### config.mk
export PLATFORM = sky130hd
export DESIGN_NAME = demux1to4_router
export DESIGN_NICKNAME = d
export VERILOG_FILES = /design/src/rtl/demux_pkg.sv /design/src/rtl/demux_chan_slot.sv /design/src/rtl/demux1to4_router.sv
export SDC_FILE = /design/constraint.sdc
export NUM_CORES = 1
export LEC_CHECK = 0
export CORE_AREA = 2 2 98 100
export CTS_CLUSTER_DIAMETER = 60
export DETAILED_ROUTE_END_ITERATION = 8
export DIE_AREA = 0 0 100 102
export MAX_ROUTING_LAYER = met4
export PLACE_DENSITY = 0.44
export SLEW_MARGIN = 25
export SYNTH_ARGS = -nofsm -noshare
export SYNTH_HDL_FRONTEND = slang
export SYNTH_SLANG_ARGS = --single-unit
### constraint.sdc
create_clock -name clk -period 1.8 [get_ports clk]
set_clock_uncertainty 0.05 [all_clocks]
set_input_delay 0.36 -clock clk [delete_from_list [all_inputs] [get_ports clk]]
set_output_delay 0.36 -clock clk [all_outputs]
set_load 0.005 [all_outputs]
### src/rtl/demux_pkg.sv
// Shared constants and types for the 1-to-4 demux router.
// Channel count, select width, per-channel slot state and the select decoder.
package demux_pkg;

  localparam int NUM_CH = 4;
  localparam int SEL_W  = 2;

  typedef enum logic {
    SLOT_EMPTY = 1'b0,
    SLOT_FULL  = 1'b1
  } slot_state_e;

  // One-hot decode of the destination channel.
  function automatic logic [NUM_CH-1:0] sel_onehot(input logic [SEL_W-1:0] s);
    logic [NUM_CH-1:0] oh;
    case (s)
      2'd0:    oh = 4'b0001;
      2'd1:    oh = 4'b0010;
      2'd2:    oh = 4'b0100;
      2'd3:    oh = 4'b1000;
      default: oh = 4'b0000;
    endcase
    return oh;
  endfunction

endpackage

### src/rtl/demux_chan_slot.sv
// One output channel: a single-entry registered slot with valid/ready
// handshake and a saturating count of delivered beats.
module demux_chan_slot
  import demux_pkg::*;
#(
  parameter int DW    = 2,
  parameter int CNT_W = 8
) (
  input  logic             clk,
  input  logic             rst,
  input  logic             load,
  input  logic [DW-1:0]    din,
  input  logic             out_ready,
  input  logic             cnt_clr,
  output logic             out_valid,
  output logic [DW-1:0]    dout,
  output logic [CNT_W-1:0] cnt,
  output logic             can_accept
);

  slot_state_e      state_r;
  logic [DW-1:0]    data_r;
  logic [CNT_W-1:0] cnt_r;
  logic             drain_s;

  function automatic logic [CNT_W-1:0] sat_inc(input logic [CNT_W-1:0] v);
    if (&v) return v;
    else    return v + {{(CNT_W-1){1'b0}}, 1'b1};
  endfunction

  // Handshake decode: a full slot that is being drained frees itself this edge.
  always_comb begin
    drain_s    = 1'b0;
    can_accept = 1'b0;
    if (state_r == SLOT_FULL) begin
      drain_s    = out_ready;
      can_accept = out_ready;
    end else begin
      drain_s    = 1'b0;
      can_accept = 1'b1;
    end
  end

  // Slot state and data; data only changes on a load, so it is stable while stalled.
  always_ff @(posedge clk or posedge rst) begin
    if (rst) begin
      state_r <= SLOT_EMPTY;
      data_r  <= {DW{1'b0}};
    end else begin
      case (state_r)
        SLOT_EMPTY: begin
          if (load) begin
            state_r <= SLOT_FULL;
            data_r  <= din;
          end
        end
        SLOT_FULL: begin
          if (load) begin
            data_r <= din;
          end else if (out_ready) begin
            state_r <= SLOT_EMPTY;
          end
        end
        default: begin
          state_r <= SLOT_EMPTY;
          data_r  <= {DW{1'b0}};
        end
      endcase
    end
  end

  // Delivered-beat counter; clear has priority over a same-cycle drain.
  always_ff @(posedge clk or posedge rst) begin
    if (rst) begin
      cnt_r <= {CNT_W{1'b0}};
    end else if (cnt_clr) begin
      cnt_r <= {CNT_W{1'b0}};
    end else if (drain_s) begin
      cnt_r <= sat_inc(cnt_r);
    end
  end

  assign out_valid = (state_r == SLOT_FULL);
  assign dout      = data_r;
  assign cnt       = cnt_r;

endmodule

### src/rtl/demux1to4_router.sv
// Routes one valid/ready input stream to one of four registered output
// channels chosen per beat by sel; in_ready is the only combinational output.
module demux1to4_router
  import demux_pkg::*;
#(
  parameter int DW    = 2,
  parameter int CNT_W = 8
) (
  input  logic                    clk,
  input  logic                    rst,
  input  logic                    in_valid,
  output logic                    in_ready,
  input  logic [SEL_W-1:0]        sel,
  input  logic [DW-1:0]           din,
  output logic [NUM_CH-1:0]       out_valid,
  input  logic [NUM_CH-1:0]       out_ready,
  output logic [NUM_CH*DW-1:0]    dout,
  input  logic                    cnt_clr,
  output logic [NUM_CH*CNT_W-1:0] cnt
);

  logic [NUM_CH-1:0] can_accept_s;
  logic [NUM_CH-1:0] load_s;

  assign in_ready = can_accept_s[sel];

  // Only the addressed channel sees a load, and only on an accepted beat.
  always_comb begin
    load_s = 4'b0000;
    if (in_valid && in_ready) begin
      load_s = sel_onehot(sel);
    end else begin
      load_s = 4'b0000;
    end
  end

  for (genvar k = 0; k < NUM_CH; k++) begin : g_chan
    demux_chan_slot #(
      .DW    (DW),
      .CNT_W (CNT_W)
    ) u_slot (
      .clk        (clk),
      .rst        (rst),
      .load       (load_s[k]),
      .din        (din),
      .out_ready  (out_ready[k]),
      .cnt_clr    (cnt_clr),
      .out_valid  (out_valid[k]),
      .dout       (dout[k*DW +: DW]),
      .cnt        (cnt[k*CNT_W +: CNT_W]),
      .can_accept (can_accept_s[k])
    );
  end

endmodule

Yosys cells after proc, flatten, opt, wreduce, memory -nomap -nowiden
Index checks and enable logic that the tools add are counted.
Word-level totals
  RAM bits: 0
  bits in latches: 0
  logic and storage cells: 86
  output and inout bits: 45
  memory bits (read-only): 0
  flip-flop bits (word level): 44
  memories kept: 0
  bits of input ports: 12
Operators by class
  div/mod/pow operators: 0
  $lt $le $gt $ge: 1
  shift operators: 0
  reduce and logical (&&, ||, !) cells: 14
  multiply operators: 0
  muxes and demuxes: 44
  equality and inequality tests: 7
  bitwise operators: 4
  add/subtract/negate cells: 4
Operator list (number)
  $mux 8: 12
  $add 8x1->8 const B: 4
  $reduce_and 8->1: 4
  $mux 1: 21
  $pmux 4 s4: 1
  $mux 2: 4
  $ne 2x2->1 const B: 4
  $pmux 1 s2: 4
  $reduce_and 2->1: 4
  $reduce_bool 2->1: 4
  $eq 2x2->1 const B: 2
  $mux 4: 1
  $not 1->1: 4
  $lt 2x3->1 const B: 1
  $bmux 1 s2: 1
  $eq 2x1->1 const B: 1
  $logic_not 2->1: 1
  $logic_and 1x1->1: 1

Logic depth before layout (Yosys ltp)
Gate-level depths: netlist of the first run.
  word-level depth: 7
  mapped depth: 5
  depth with buffers taken out: 5

Cells and area by module
A second synthesis of the first run with hierarchy kept.
Unflattened totals
  cells, all modules: 221
  area, all modules: 2459.9 µm²
By module, submodules not included
  demux_chan_slot: times used 4, area each 598.1 µm², seq. area each 275.3 µm², cells an instance 54
  demux1to4_router: times used 1, area each 67.6 µm², seq. area each 0.0 µm², cells an instance 5

Least setup slack after synthesis of the first run
Ideal clock, no wire load.
  kind: flip-flop to flip-flop
  start point: reg g_chan[0].u_slot.cnt_r[0]
  end point: reg g_chan[0].u_slot.cnt_r[5]
  buffers on the path: 0
  required time: 1672 ps
  setup time: 78 ps
  arrival time: 1499 ps
  path slack: 173 ps
  clock period less this slack: 1627 ps
  stages on the path, launching flop included: 6
  cells stage by stage: dfrtp_1 -> ha_1 -> nand3_1 -> o21bai_2 -> or4_1 -> a21oi_1
Between the ends
  longest elaborated chain between the ends: 4
  elaborated cells between the ends (all ways): 7
  classes of those cells: 1 x add/sub; 1 x eq/ne; 3 x mux; 2 x reduce/logical
Ends and longest elaborated chain
  from (decl): RTL line demux_chan_slot.sv:23  | logic [CNT_W-1:0] cnt_r;
  from (signal assigned): RTL line demux_chan_slot.sv:75  | cnt_r <= {CNT_W{1'b0}};
  from (signal assigned): RTL line demux_chan_slot.sv:77  | cnt_r <= {CNT_W{1'b0}};
  from (signal assigned): RTL line demux_chan_slot.sv:79  | cnt_r <= sat_inc(cnt_r);
  $add 8x1->8: RTL line demux_chan_slot.sv:28  | else return v + {{(CNT_W-1){1'b0}}, 1'b1};
  $mux 8: RTL line demux_chan_slot.sv:27  | if (&v) return v;
  $mux 8: RTL line demux_chan_slot.sv:78  | end else if (drain_s) begin
  $mux 8: RTL line demux_chan_slot.sv:76  | end else if (cnt_clr) begin
Parallel ways exist; a longest one is shown, timed or not. The select of a mux whose other input is x is not followed.
A chain may end at the register's enable or synchronous reset.

Worst setup path after layout of the first run
  start point: reg g_chan[2].u_slot.cnt_r[0]
  end point: out cnt[16]
RTL lines
  from (decl): RTL line demux_chan_slot.sv:23
  from (signal assigned): RTL line demux_chan_slot.sv:75
  from (signal assigned): RTL line demux_chan_slot.sv:77
  from (signal assigned): RTL line demux_chan_slot.sv:79
  to (decl): RTL line demux1to4_router.sv:19  | output logic [NUM_CH*CNT_W-1:0] cnt
No word-level cell between the ends.

==> key figures, run 1 <==
Status
  • Status: finished clean

Die
  • I/O pin cnt: 57
  • Core area: 9110 um^2
  • Die area: 10200 um^2
  • Die Y: 102 um
  • Starting Density: 0.243
  • Die X-Extent: 100 um
  • Row count: 35

Global routing
  • Total track usage: 0.120
  • Antenna violations before repair: 0
  • Remaining Overflow, GRT: 0
  • First-pass GRT wire length: 9.32 mm
  • M1 GR Usage: 0.166
  • Vias in the first global route: 1852
  • Most used routing layer: met2
  • M2 GR Usage: 0.172
  • Met3 Track Usage GR: 0.0363
  • Pin count of the biggest net entering global routing: 19

Worst hold path
  • Worst Hold Class: in2async

Worst setup path
  • R2r setup slk: 0.12 ns
  • FF-to-FF path depth: 5
  • Endpoint type of the worst setup path: output pin
  • CP arrival: 1.31 ns
  • Startpoint types: flop
  • CP Max Fanout: 4
  • Max incr delay on CP: 0.50 ns
  • Setup CP Type: reg2out
  • Critical Path Slowest Stage Cell: clkdlybuf4s50_1
  • Crit-path cells: buf_4, clkdlybuf4s50_1
  • Critical Path RT: 1.39 ns

Yosys
  • Synthesized Nets: 232
  • Post-synth top area share: 0.498
  • Largest area contributor in the netlist: dfrtp_1
  • Post-synthesis compound-gate area fraction: 0.142
  • Synth Area in Simple Gates: 0.209
  • Synth cell types: 47
  • Largest family of logic cells by synthesized area: simple AND/OR/NAND/NOR gates
  • Synthesis-stage register bit count: 44
  • Synth async-reset ratio: 1.00
  • YS warnings: 0
  • Register area share after synthesis: 0.498
  • EDFF count, synth: 0
  • Multiplexer area fraction after synthesis: 0.0588
  • Synth Area in XOR/XNOR: 0.0356
  • Syn Inst Count: 216
  • Post-synthesis adder-cell area fraction: 0.0226
  • Top cells by area in the synthesized netlist: dfrtp_1 50%, mux2_2 4.1%, nor2_1 3.4%
  • Most used DFF post-synth: dfrtp_1
  • Post-synthesis cell area: 2210 um^2
  • Syn_area_per_cell: 10.2 um^2

Cells and area
  • Ant diodes: 0
  • Fin nets: 321
  • Layout cell share with drive strength beyond 1: 0.220
  • Commonest cells after routing, fill and taps aside: 51 x clkdlybuf4s50_1, 41 x dfrtp_1, 31 x buf_4
  • Design Area, Final: 3280 um^2
  • Area growth syn-to-layout: 48.2%
  • Most common cell after layout, fill and taps aside: clkdlybuf4s50_1
  • Finished Layout Cells: 416

Timing
  • Post-route clock period utilization: 0.957
  • Min Tclk post-route: 1.72 ns
  • RSZ-0062 raised after global routing: false
  • Worst Max-Slew Pin Slew: 0.432 ns
  • Hold Vio Cnt, Final: 0
  • Worst slew margin: 0.711
  • Final setup violation count: 0
  • Max frequency: 581 MHz
  • Pins Over Slew Limit: 0

Pwr
  • Worst vdd ir: 352 uV
  • Power Total: 2030 uW
  • Static power due to leakage: 0.00137 uW
  • PwrDens: 620 nW/um^2

Drt
  • Initial DRT Pass Iterations: 4
  • Drt total wl: 5.69 mm
  • DR vias: 1952
  • DRC: 0
  • ANT nets after route: 0
  • 1st-iter DRT viols: 54
  • DR WL/cell: 13.7 um
  • Vias per std cell: 4.69

Placed design
  • DP Area: 3120 um^2
  • Detailed Place HPWL: 4.23 mm
  • Placed cells: 405
  • Routability-driven placement congestion ratio: 0.747
  • # port buffers: 56

CTS
  • H-tree depth: 2
  • Bufs on Longest Clock Path: 2
  • Clock root buffer: clkbuf_8
  • CTS tree: built
  • Clock latency at the later pin of the worst-skew pair: 0.29 ns
  • Hold_buf cts: 0
  • CTS Buf Count: 5
  • Sink Count: 44
  • Clk slew on worst S/H paths: 0.09 ns

Job
  • Max-cap check violation count: 0
==> report_power, final <==
| part | internal, uW | total, uW | switching (uW) |
|---|---|---|---|
| clock network | 265 | 604 | 339 |
| logic | 216 | 357 | 141 |
| registers | 1040 | 1070 | 31.0 |
| total | 1520 | 2030 | 512 |
==> cell usage after synthesis, drive strengths merged (5+ instances only) <==
library cell,n
nand2b,5
o21ai,8
a21oi,12
nor2,20
a31oi,5
or4,6
mux2,8
dfrtp,44
nand2,15
nand4,7
xor2,8
nand3,11
buf,6
==> critical path: cells and delay by family (launching register included) <==
family	cells	cell delay (ns)
buf+inv	2	0.64
flops	1	0.38
==> metal layers <==
layer,vias to the layer above,share of wire
met4,0,0.0077
met3,6,0.053
met2,42,0.45
li1,978,-
met5,-,0
met1,926,0.49
==> metrics by stage <==
step                hold WS [ns]  utilization  TNS, ns  worst slack (ns)
floorplan                  0.395            -        0             0.173
global placement           0.440        0.342    -3.88            -0.474
detailed placement         0.447        0.342    -3.92            -0.440
CTS                        0.314        0.354        0          0.000435
global route               0.334        0.360        0           0.00574
finish                     0.310        0.360        0            0.0778
==> state kept, by name (all words and copies together) (netlist names) <==
name                     cells
g_chan.u_slot.cnt           32
g_chan.u_slot.dout           8
g_chan.u_slot.out_valid      4
==> cell type report <==
| cell class | count | area [um^2] |
|---|---|---|
| fillers | 942 | 5830 |
| flip-flops and latches | 44 | 1100 |
| multi-input cells | 159 | 1090 |
| repair buffers | 91 | 850 |
| well taps | 111 | 139 |
| clock buffers | 6 | 72.6 |
| inverters | 4 | 15.0 |
| clock inverters | 1 | 5.00 |
==> worst paths after layout <==
kind	end	from
min reg2reg	g_chan[3].u_slot.dout[0]$_DFFE_PP0P_	g_chan[3].u_slot.dout[0]$_DFFE_PP0P_
min in group clk	g_chan[2].u_slot.out_valid$_DFF_PP0_	out_ready[2]
min	g_chan[2].u_slot.cnt[7]$_DFFE_PP0P_	rst
max reg2reg	g_chan[2].u_slot.cnt[4]$_DFFE_PP0P_	g_chan[2].u_slot.cnt[6]$_DFFE_PP0P_
max in group asynchronous	g_chan[2].u_slot.cnt[2]$_DFFE_PP0P_	rst
max	cnt[16]	g_chan[2].u_slot.cnt[0]$_DFFE_PP0P_
==> kinds of logic after synthesis <==
| logic type | count (synthesis) |
|---|---|
| compound gates | 47 |
| xor+xnor | 9 |
| fa+ha+maj | 4 |
| buf+inv | 14 |
| flops | 44 |
| mux | 12 |
| simple gates | 86 |
==> repair_timing <==
action | CTS | global route
setup endpoints to repair | 2 | 10
pin swaps | 0 | 1
resized for setup | 15 | 9
buffers inserted | 0 | 3
cloned | 0 | 1
Note: power is estimated with default switching activity, not from simulation.
==> inputs of run 2 (changes only) <==
--- a/config.mk
+++ b/config.mk
@@ -9,6 +9,7 @@
 export CTS_CLUSTER_DIAMETER = 60
 export DETAILED_ROUTE_END_ITERATION = 8
 export DIE_AREA = 0 0 100 102
+export HOLD_SLACK_MARGIN = 0.03
 export MAX_ROUTING_LAYER = met4
 export PLACE_DENSITY = 0.44
 export SLEW_MARGIN = 25
==> results of run 2 <==
Final layout, timing and power as in run 1 (identical DEF).
